[src/rtl/vga_pkg.sv]
// Shared raster timing, text-region geometry, colours and glyph codes
// for the 640x480 text overlay generator.
package vga_pkg;

    localparam logic [9:0] H_VISIBLE    = 10'd640;
    localparam logic [9:0] H_FRONT      = 10'd16;
    localparam logic [9:0] H_SYNC       = 10'd96;
    localparam logic [9:0] H_BACK       = 10'd48;
    localparam logic [9:0] H_SYNC_START = H_VISIBLE + H_FRONT;
    localparam logic [9:0] H_SYNC_END   = H_SYNC_START + H_SYNC - 10'd1;
    localparam logic [9:0] H_TOTAL      = H_VISIBLE + H_FRONT + H_SYNC + H_BACK;

    localparam logic [9:0] V_VISIBLE    = 10'd480;
    localparam logic [9:0] V_FRONT      = 10'd10;
    localparam logic [9:0] V_SYNC       = 10'd2;
    localparam logic [9:0] V_BACK       = 10'd33;
    localparam logic [9:0] V_SYNC_START = V_VISIBLE + V_FRONT;
    localparam logic [9:0] V_SYNC_END   = V_SYNC_START + V_SYNC - 10'd1;
    localparam logic [9:0] V_TOTAL      = V_VISIBLE + V_FRONT + V_SYNC + V_BACK;

    // Three 3-character strings stacked vertically, one region per switch
    localparam logic [9:0] TEXT_X0     = 10'd256;
    localparam logic [9:0] TEXT_W      = 10'd24;
    localparam logic [9:0] TEXT_Y0     = 10'd64;
    localparam logic [9:0] TEXT_PITCH  = 10'd64;
    localparam logic [9:0] TEXT_ROWS   = 10'd16;
    localparam int         NUM_REGIONS = 3;

    localparam logic [2:0] RGB_OFF   = 3'b000;
    localparam logic [2:0] RGB_RED   = 3'b100;
    localparam logic [2:0] RGB_GREEN = 3'b010;
    localparam logic [2:0] RGB_BLUE  = 3'b001;

    typedef enum logic [2:0] {
        CH_S = 3'd0,
        CH_W = 3'd1,
        CH_1 = 3'd2,
        CH_2 = 3'd3,
        CH_3 = 3'd4
    } char_t;

    function automatic logic [9:0] region_y0(input logic [1:0] r);
        return TEXT_Y0 + TEXT_PITCH * {8'd0, r};
    endfunction

    // Region r shows "SW" followed by the digit r+1
    function automatic char_t region_char(input logic [1:0] r, input logic [1:0] idx);
        case (idx)
            2'd0:    return CH_S;
            2'd1:    return CH_W;
            default: begin
                case (r)
                    2'd0:    return CH_1;
                    2'd1:    return CH_2;
                    default: return CH_3;
                endcase
            end
        endcase
    endfunction

    function automatic logic [2:0] region_colour(input logic [1:0] r);
        case (r)
            2'd0:    return RGB_RED;
            2'd1:    return RGB_GREEN;
            default: return RGB_BLUE;
        endcase
    endfunction

endpackage

[src/rtl/vga_if.sv]
// Raster output bundle plus the region-enable switches.
// Free-running stream: every pixel is valid, there is no valid/ready handshake.
interface vga_if;
    logic       swt1;
    logic       swt2;
    logic       swt3;
    logic [2:0] rgb_text;
    logic       hsync;
    logic       vsync;
    logic       video_on;
    logic [2:0] text_on;
    logic [9:0] pixel_x;
    logic [9:0] pixel_y;

    modport master (
        input  swt1, swt2, swt3,
        output rgb_text, hsync, vsync, video_on, text_on, pixel_x, pixel_y
    );

    modport slave (
        output swt1, swt2, swt3,
        input  rgb_text, hsync, vsync, video_on, text_on, pixel_x, pixel_y
    );
endinterface

[src/rtl/font_rom.sv]
// 8x16 glyph ROM for S, W, 1, 2, 3; row 0 is the top scanline and
// bit 7 of the returned pattern is the leftmost pixel.
module font_rom
    import vga_pkg::*;
(
    input  char_t      code,
    input  logic [3:0] row,
    output logic [7:0] pattern
);

    // Each glyph packs its 16 rows MSB-first: row 0 in bits [127:120]
    localparam logic [127:0] GLYPH_S = 128'h00007CC6C0C060380C0606C67C000000;
    localparam logic [127:0] GLYPH_W = 128'h0000C6C6C6C6C6D6D6FEEEC6C6000000;
    localparam logic [127:0] GLYPH_1 = 128'h0000183878181818181818187E000000;
    localparam logic [127:0] GLYPH_2 = 128'h00007CC606060C183060C0FE00000000;
    localparam logic [127:0] GLYPH_3 = 128'h00007CC606063C060606C67C00000000;

    logic [127:0] glyph;
    logic [6:0]   lsb;

    always_comb begin
        case (code)
            CH_S:    glyph = GLYPH_S;
            CH_W:    glyph = GLYPH_W;
            CH_1:    glyph = GLYPH_1;
            CH_2:    glyph = GLYPH_2;
            CH_3:    glyph = GLYPH_3;
            default: glyph = '0;
        endcase
        lsb     = {4'd15 - row, 3'b000};
        pattern = glyph[lsb +: 8];
    end

endmodule

[src/rtl/vga_top.sv]
// 640x480 raster generator with three switch-enabled text strings:
// pixel divider, h/v counters, registered syncs, region decode, colour mux.
module vga_top
    import vga_pkg::*;
(
    input  logic  clk,
    input  logic  reset,
    vga_if.master vga
);

    logic [1:0] div;
    logic       tick;
    logic [9:0] h_count, v_count;
    logic [9:0] h_next, v_next;
    logic       hsync_q, vsync_q;

    assign tick = (div == 2'd3);

    always_comb begin
        h_next = h_count;
        v_next = v_count;
        if (tick) begin
            if (h_count == H_TOTAL - 10'd1) begin
                h_next = '0;
                v_next = (v_count == V_TOTAL - 10'd1) ? '0 : v_count + 10'd1;
            end else begin
                h_next = h_count + 10'd1;
            end
        end
    end

    // Syncs are computed from the next counter values so they line up with pixel_x/pixel_y
    always_ff @(posedge clk or negedge reset) begin
        if (!reset) begin
            div     <= '0;
            h_count <= '0;
            v_count <= '0;
            hsync_q <= 1'b1;
            vsync_q <= 1'b1;
        end else begin
            div     <= div + 2'd1;
            h_count <= h_next;
            v_count <= v_next;
            hsync_q <= ~((h_next >= H_SYNC_START) && (h_next <= H_SYNC_END));
            vsync_q <= ~((v_next >= V_SYNC_START) && (v_next <= V_SYNC_END));
        end
    end

    logic       video_on;
    logic [2:0] sw;
    logic       in_x;
    logic [2:0] in_region;
    logic [1:0] region;
    logic [4:0] col;
    logic [3:0] row;
    logic [2:0] bit_sel;
    char_t      ch;
    logic [7:0] font_row;
    logic       font_bit;
    logic [2:0] text_on;
    logic [2:0] rgb;

    assign video_on = (h_count < H_VISIBLE) && (v_count < V_VISIBLE);
    assign sw       = {vga.swt3, vga.swt2, vga.swt1};

    // Regions share one x band and never overlap, so a single glyph lookup serves all three
    always_comb begin
        in_x      = (h_count >= TEXT_X0) && (h_count < TEXT_X0 + TEXT_W);
        in_region = '0;
        region    = '0;
        for (int i = 0; i < NUM_REGIONS; i++) begin
            if (in_x && (v_count >= region_y0(2'(i))) &&
                (v_count < region_y0(2'(i)) + TEXT_ROWS)) begin
                in_region[i] = 1'b1;
                region       = 2'(i);
            end
        end
        col     = 5'(h_count - TEXT_X0);
        row     = 4'(v_count - region_y0(region));
        bit_sel = 3'd7 - col[2:0];
        ch      = region_char(region, col[4:3]);
    end

    font_rom u_font_rom (
        .code    (ch),
        .row     (row),
        .pattern (font_row)
    );

    always_comb begin
        font_bit = font_row[bit_sel];
        text_on  = in_region & sw & {3{video_on}};
        rgb      = RGB_OFF;
        if ((|text_on) && font_bit) begin
            rgb = region_colour(region);
        end
    end

    assign vga.pixel_x  = h_count;
    assign vga.pixel_y  = v_count;
    assign vga.hsync    = hsync_q;
    assign vga.vsync    = vsync_q;
    assign vga.video_on = video_on;
    assign vga.text_on  = text_on;
    assign vga.rgb_text = rgb;

endmodule

[src/flat_wrapper.sv]
// flat-port wrapper written by rule: the top's interface ports become plain ports
module vga_top_flat import vga_pkg::*;
  (clk, reset, vga_swt1, vga_swt2, vga_swt3, vga_rgb_text, vga_hsync, vga_vsync, vga_video_on, vga_text_on, vga_pixel_x, vga_pixel_y);
  vga_if vga_i ();
  input  logic clk;
  input  logic reset;
  input wire logic [$bits(vga_i.swt1)-1:0] vga_swt1;
  input wire logic [$bits(vga_i.swt2)-1:0] vga_swt2;
  input wire logic [$bits(vga_i.swt3)-1:0] vga_swt3;
  output wire logic [$bits(vga_i.rgb_text)-1:0] vga_rgb_text;
  output wire logic [$bits(vga_i.hsync)-1:0] vga_hsync;
  output wire logic [$bits(vga_i.vsync)-1:0] vga_vsync;
  output wire logic [$bits(vga_i.video_on)-1:0] vga_video_on;
  output wire logic [$bits(vga_i.text_on)-1:0] vga_text_on;
  output wire logic [$bits(vga_i.pixel_x)-1:0] vga_pixel_x;
  output wire logic [$bits(vga_i.pixel_y)-1:0] vga_pixel_y;
  assign vga_i.swt1 = vga_swt1;
  assign vga_i.swt2 = vga_swt2;
  assign vga_i.swt3 = vga_swt3;
  assign vga_rgb_text = vga_i.rgb_text;
  assign vga_hsync = vga_i.hsync;
  assign vga_vsync = vga_i.vsync;
  assign vga_video_on = vga_i.video_on;
  assign vga_text_on = vga_i.text_on;
  assign vga_pixel_x = vga_i.pixel_x;
  assign vga_pixel_y = vga_i.pixel_y;
  vga_top u_core (.clk(clk), .reset(reset), .vga(vga_i));
endmodule
[config.mk]
export PLATFORM = sky130hd
export DESIGN_NAME = vga_top_flat
export DESIGN_NICKNAME = d
export VERILOG_FILES = /design/src/rtl/vga_pkg.sv /design/src/rtl/vga_if.sv /design/src/rtl/font_rom.sv /design/src/rtl/vga_top.sv /design/src/flat_wrapper.sv
export SDC_FILE = /design/constraint.sdc
export NUM_CORES = 1
export LEC_CHECK = 0
export BUFFER_PORTS_ARGS = -buffer_cell sky130_fd_sc_hd__buf_4
export CELL_PAD_IN_SITES_DETAIL_PLACEMENT = 0
export CELL_PAD_IN_SITES_GLOBAL_PLACEMENT = 1
export CORE_MARGIN = 2
export CORE_UTILIZATION = 47
export CTS_BUF_LIST = sky130_fd_sc_hd__clkbuf_4
export DETAILED_ROUTE_END_ITERATION = 7
export GPL_ROUTABILITY_DRIVEN = 0
export PLACE_DENSITY_LB_ADDON = 0.1
export RECOVER_POWER = 100
export SLEW_MARGIN = 15
export SYNTH_ARGS = -nofsm -noshare
export SYNTH_HDL_FRONTEND = slang
export SYNTH_SLANG_ARGS = --single-unit
export TNS_END_PERCENT = 100
[constraint.sdc]
create_clock -name clk -period 6.5 [get_ports clk]
set_clock_uncertainty 0.05 [all_clocks]
set_input_delay 0.325 -clock clk [delete_from_list [all_inputs] [get_ports clk]]
set_output_delay 0.325 -clock clk [all_outputs]
set_load 0.02 [all_outputs]
==> results.toml, run 1 <==
[status]
status = "complete, but fails checks"
violations = "max-capacitance violations, max-slew violations"

[drt]
drt_first_pass_iters = 5
viasPerCell = 6.638
drt_iter0_markers = 221
routedWlPerCell_um = 18.56
routed_wl_mm = 6.312
drc = 0
vias = 2257
ant_nets = 0

[cells_and_area]
diodes = 0
post_route_cells_drive_above_1_share_pct = 7.639
fin_cells = 340
fin_nets = 298
syn_to_final_growth_pct = 5.492
num-fill-cells = 485

[placement]
port_buffers = 33
pre_cts_slack_ns = 3.226
dp_hpwl_mm = 4.432
placedCellCount = 335

[power]
ir_drop_mv = 0.08832
p_leak_nw = 0.8055
power.density_nw_per_um2 = 115.2

[yosys]
syn_inst = 274
async_flop_share_pct = 100.0
ys.flop_type = "dfrtp_1"
synth_area_leaders = "dfrtp_1 25%, nand2_1 4.6%, o21ai_0 3.9%, nor2_1 3.3%, clkbuf_1 2.9%"
ys_warn_count = 0
synth_edf_count = 0
synth_top_area_share_pct = 25.17
syn_avg_cell_area_um2 = 7.982
synth_most_common_cell = "nand2_1"
synth_commonest_cells = "27 x nand2_1, 22 x dfrtp_1, 19 x nor2_1"
ys_seq_area_share_pct = 27.57
synth-seq-cells = 24
synth_nets = 283
synth_area_um2 = 2187
synth_top_area_cell = "dfrtp_1"
ys_types = 66

[floorplan]
die_width_um = 72.22
chipHeight_um = 72.22
initial_core_util_pct = 49.55
core_um2 = 4414
io_pins = 34
row_count = 24
die-area_um2 = 5215

[sta]
maxSlewViolCount = 13
max-slew-margin-rel_pct = -23.41
hold_viol = 0
setup_viol = 0
worst_slack_ns = 2.557
worstMarginPinSlew_ns = 1.834
holdWs_ns = 0.3840
setup_tns_ns = 0
fmax_mhz = 253.6
fin_crit_sh_pct = 60.67
fin_crit_ns = 3.943
rsz0062_at_grt = "false"

[clock_network]
post_cts_buffers = 0
cts_buffers = 3
clock_latency_ns = 0.33
cts_tree = "yes"
root_buffer = "clkbuf_4"
clockBufferDepth = 2
htree_levels = 1
path_clk_slew_ns = 0.15
cts_sinks = 24

[setup_path]
critical_path_class = "register to register"
cp_slowest_cell = "nor4_1"
cp.required_ns = 6.70
r2r-start = "u_core.vga.pixel_x[5]"
critPathCaptureType = "register"
cp_slowest_stage_delay_ns = 1.53
critPathBufInv = 0
crit_chain = "or4b_1, nor4_1, nand4_1, xnor2_1, nand2_1, nor4b_1, nand4_1"
crit_path_start = "u_core.vga.pixel_x[5]"
cp_common_cell = "nand4_1"
crit_family = "simple AND/OR/NAND/NOR gates"
worstPathArrival_ns = 4.14
start_kind = "register"
cp_max_fo = 12

[grt]
antenna_found_initial = 0
track_usage_pct = 25.64
grt_pass1_wl_mm = 10.48
overflow = 0
grt_max_degree = 25
grt_pass1_vias = 2052

[worst_hold_path]
worstHoldStart = "u_core.div[0]"
hp-class = "register to register"

[job]
cap_viol_max_count = 1
## placed cells by master, fill, tap and decap left out, types with 3 or more instances in the layout
| cell type | n |
|---|---|
| clkbuf_1 | 28 |
| nand2_1 | 27 |
| dfrtp_1 | 22 |
| nor2_1 | 19 |
| o21ai_0 | 18 |
| nand3_1 | 12 |
| nor3_1 | 12 |
| a21oi_1 | 9 |
| nand4_1 | 8 |
| or3_1 | 7 |
| inv_1 | 7 |
| xnor2_1 | 7 |
| xor2_1 | 6 |
| a31oi_1 | 6 |
| and3_1 | 5 |
| nand2b_1 | 5 |
| o211ai_1 | 5 |
| o2111ai_1 | 5 |
| buf_4 | 5 |
| o31ai_1 | 4 |
| o22ai_1 | 4 |
| ha_1 | 4 |
| nor4_1 | 3 |
| and2_1 | 3 |
| o41ai_1 | 3 |
| nor2b_1 | 3 |
| nor4b_1 | 3 |
| a2111oi_0 | 3 |
| clkbuf_4 | 3 |
## cell type report
class	count	area, um^2	area share, %
clock buffers	3	22.52	0.9761
clock inverters	1	30.03	1.302
inverters	9	33.78	1.464
multi-input cells	217	1400	60.68
flip-flops and latches	24	603.1	26.14
well taps	52	65.06	2.820
repair buffers	34	152.6	6.616
## kinds of logic after synthesis
| family | share of synthesized area [%] |
|---|---|
| AO/OA/AOI/OAI | 23.80 |
| XOR/XNOR | 5.206 |
| adder cells (fa/ha/maj) | 2.288 |
| buffers and inverters | 6.293 |
| flip-flops | 27.57 |
| multiplexers | 0.5148 |
| AND/OR/NAND/NOR | 34.33 |
## per-stage QoR
step / instance area [um^2] / power (mW) / utilization [%]
final: 2307 / 0.2657 / 52.27
after global placement: 2396 / 0.1575 / 54.28
after detailed placement: 2396 / 0.1575 / 54.28
after CTS: 2459 / 0.2676 / 55.70
after floorplan: 2187 / 0.1526 / -
after global routing: 2307 / 0.2730 / 52.27
## per-layer routing
metal  routed length [um]  track usage, %  up-vias  part of all wire (%)
li1                     -               -     1060                     -
met1                 2845           38.59     1063                    45
met2                 2908           37.00      116                    46
met3                  375           3.333       18                   5.9
met4                  182           10.48        0                   2.9
met5                    0               0        -                     0
## report_power, final
group          total, mW  internal (mW)  switching (mW)
clock network      0.111         0.0624          0.0486
registers          0.149          0.149               0
logic            0.00535        0.00196         0.00339
total              0.266          0.214          0.0520
## worst paths after layout
kind	slack [ns]	depth (start not counted)	end
min in group asynchronous	0.74	2	u_core.vga.pixel_x[7]
setup / recovery	2.56	7	u_core.vga.vsync
hold reg to reg	0.38	1	u_core.div[0]
setup reg to reg	2.56	7	u_core.vga.vsync
hold / removal	0.38	1	u_core.div[0]
max in group asynchronous	4.88	2	u_core.vga.pixel_y[2]
## flip-flops by register name, summed over array words and instances (netlist names)
register            cells
u_core.vga.hsync        1
u_core.vga.vsync        1
u_core.div              2
u_core.vga.pixel_y     10
u_core.vga.pixel_x     10
## what timing repair did
| item | in CTS | in global routing |
|---|---|---|
| hold buffers | 1 | 0 |
| gates resized for setup | 0 | 0 |
| endpoints found under the hold margin | 22 | 0 |
| setup endpoints to repair | 0 | 0 |
## worst reg2reg max path, stage by stage, from the launching register on
cell and delay (ns):
dfrtp_1 0.46, or4b_1 0.71, nor4_1 1.53, nand4_1 0.32, xnor2_1 0.30, nand2_1 0.07, nor4b_1 0.28, nand4_1 0.13
Note: power is estimated with default switching activity, not from simulation.
==> inputs of run 2 (changes only) <==
Settings changed: CORE_UTILIZATION 47 to 39.
Clock period 6.5 ns to 3.6 ns, I/O delays scaled along.
==> results.toml, run 2 (synthesis gave the netlist of run 1 again) <==
[cells_and_area]
fin_cells = 372
final_common_cell = "clkbuf_1"
syn_to_final_growth_pct = 12.24
post_route_cells_drive_above_1_share_pct = 12.67
seqCellArea_um2 = 603.1
final_cell_mix = "28 x clkbuf_1, 27 x nand2_1, 22 x dfrtp_1, 19 x nor2_1, 18 x o21ai_0"
diodes = 0
multi_input_area_um2 = 1433
num-fill-cells = 603
fin_nets = 310

[power]
comb_power_share_pct = 2.0
power.density_nw_per_um2 = 195.7
ir_drop_mv = 0.1411
p_leak_nw = 0.8872
pwr-share-clk_pct = 41.8
internal_power_mw = 0.3859
p_sw_share_pct = 19.67
share_seq_of_total_power_pct = 56.2
p_sw_mw = 0.09453

[sta]
fin_crit_sh_pct = 91.31
hold_viol = 0
worstMarginPinSlew_ns = 1.308
fin_crit_ns = 3.287
rsz0062_at_grt = "false"
fmax_mhz = 304.2
worst_slack_ns = 0.3128
setup_tns_ns = 0
max-slew-margin-rel_pct = 12.79
setup_viol = 0
maxSlewViolCount = 0

[setup_path]
reg2reg_depth = 8
start_kind = "register"
cp.required_ns = 3.37
critical_path_class = "register to primary output"
critPathCaptureType = "primary output"
cp_max_fo = 14
r2r_setup_slack_ns = 0.68
worstPathArrival_ns = 3.06

[floorplan]
core_um2 = 5473
die-area_um2 = 6223
chipHeight_um = 78.89
initial_core_util_pct = 39.96
row_count = 27
die_width_um = 78.89
io_pins = 34

[drt]
ant_nets = 0
vias = 2301
drc = 0
routedWlPerCell_um = 18.30
viasPerCell = 6.185
routed_wl_mm = 6.809
drt_iter0_markers = 151
drt_first_pass_iters = 6

[placement]
dp_hpwl_mm = 4.900
port_buffers = 33
pre_cts_slack_ns = 0.6892
placedCellCount = 364

[grt]
antenna_found_initial = 0
track_usage_pct = 22.68
grt_pass1_vias = 2159
grt_pass1_wl_mm = 11.01
overflow = 0
grt_max_degree = 25

[clock_network]
root_buffer = "clkbuf_4"
cts_sinks = 24
clockBufferDepth = 2
htree_levels = 1
path_clk_slew_ns = 0.14
cts_tree = "yes"
clock_latency_ns = 0.32
cts_buffers = 3

[worst_hold_path]
hp-class = "register to register"
whs_path_depth = 1

[job]
cap_viol_max_count = 0

[status]
status = "finished, final reports clean"
## run 2: path summary, 6_finish.rpt
kind / startpoint / end
max: u_core.vga.pixel_y[1] / vga_rgb_text[1]
min: u_core.div[0] / u_core.div[0]
min reg2reg: u_core.div[0] / u_core.div[0]
min in group asynchronous: reset / u_core.vga.pixel_x[8]
max reg2reg: u_core.vga.pixel_y[1] / u_core.vga.vsync
max in group asynchronous: reset / u_core.vga.pixel_y[9]
## run 2: critical path, cell delays in order, from the launching register on
cell	delay (ns)
dfrtp_1	0.71
clkinv_1	0.47
or3_1	0.47
o22ai_1	0.24
o211ai_1	0.14
nand3b_1	0.11
a32oi_1	0.17
nor4_2	0.16
clkbuf_1	0.26
## run 2: through the flow
stage / util (%) / cell area [um^2] / power, mW / hold slack [ns]
after global placement: 45.47 / 2489 / 0.2846 / 0.04975
after detailed placement: 45.47 / 2489 / 0.2847 / 0.05199
after CTS: 46.62 / 2551 / 0.4883 / 0.2133
after floorplan: - / 2187 / 0.2755 / -0.1656
after global routing: 44.86 / 2455 / 0.5038 / 0.4215
final: 44.86 / 2455 / 0.4804 / 0.3833
## run 2: layout make-up
| type | count | share of cell area [%] |
|---|---|---|
| clock inverter | 1 | 1.223 |
| tap | 72 | 3.670 |
| sequential | 24 | 24.57 |
| multi-input combinational | 217 | 58.36 |
| timing repair buffer | 46 | 9.888 |
| inverter | 9 | 1.376 |
| clock buffer | 3 | 0.9174 |
## run 2: metal layers
metal / share of wire, % / track usage [%]
met2: 47 / 36.32
met3: 4.8 / 2.955
met4: 2.8 / 10.69
met5: 0 / 0
met1: 45 / 30.41
## run 2: repair_timing
action	in CTS	in global routing
setup endpoints to repair	0	3
setup buffers	0	3
gates resized for setup	0	1
endpoints found under the hold margin	24	0
hold buffers	1	0
## run 2: power by group through the flow
| stage | sequential, mW | combinational [mW] | clock [mW] |
|---|---|---|---|
| finish | 0.270 | 0.00974 | 0.201 |
| global route | 0.270 | 0.0116 | 0.222 |
| CTS | 0.270 | 0.0107 | 0.208 |
| detailed placement | 0.275 | 0.00999 | 0 |
| global placement | 0.275 | 0.00993 | 0 |
| floorplan | 0.275 | 0.000694 | 0 |
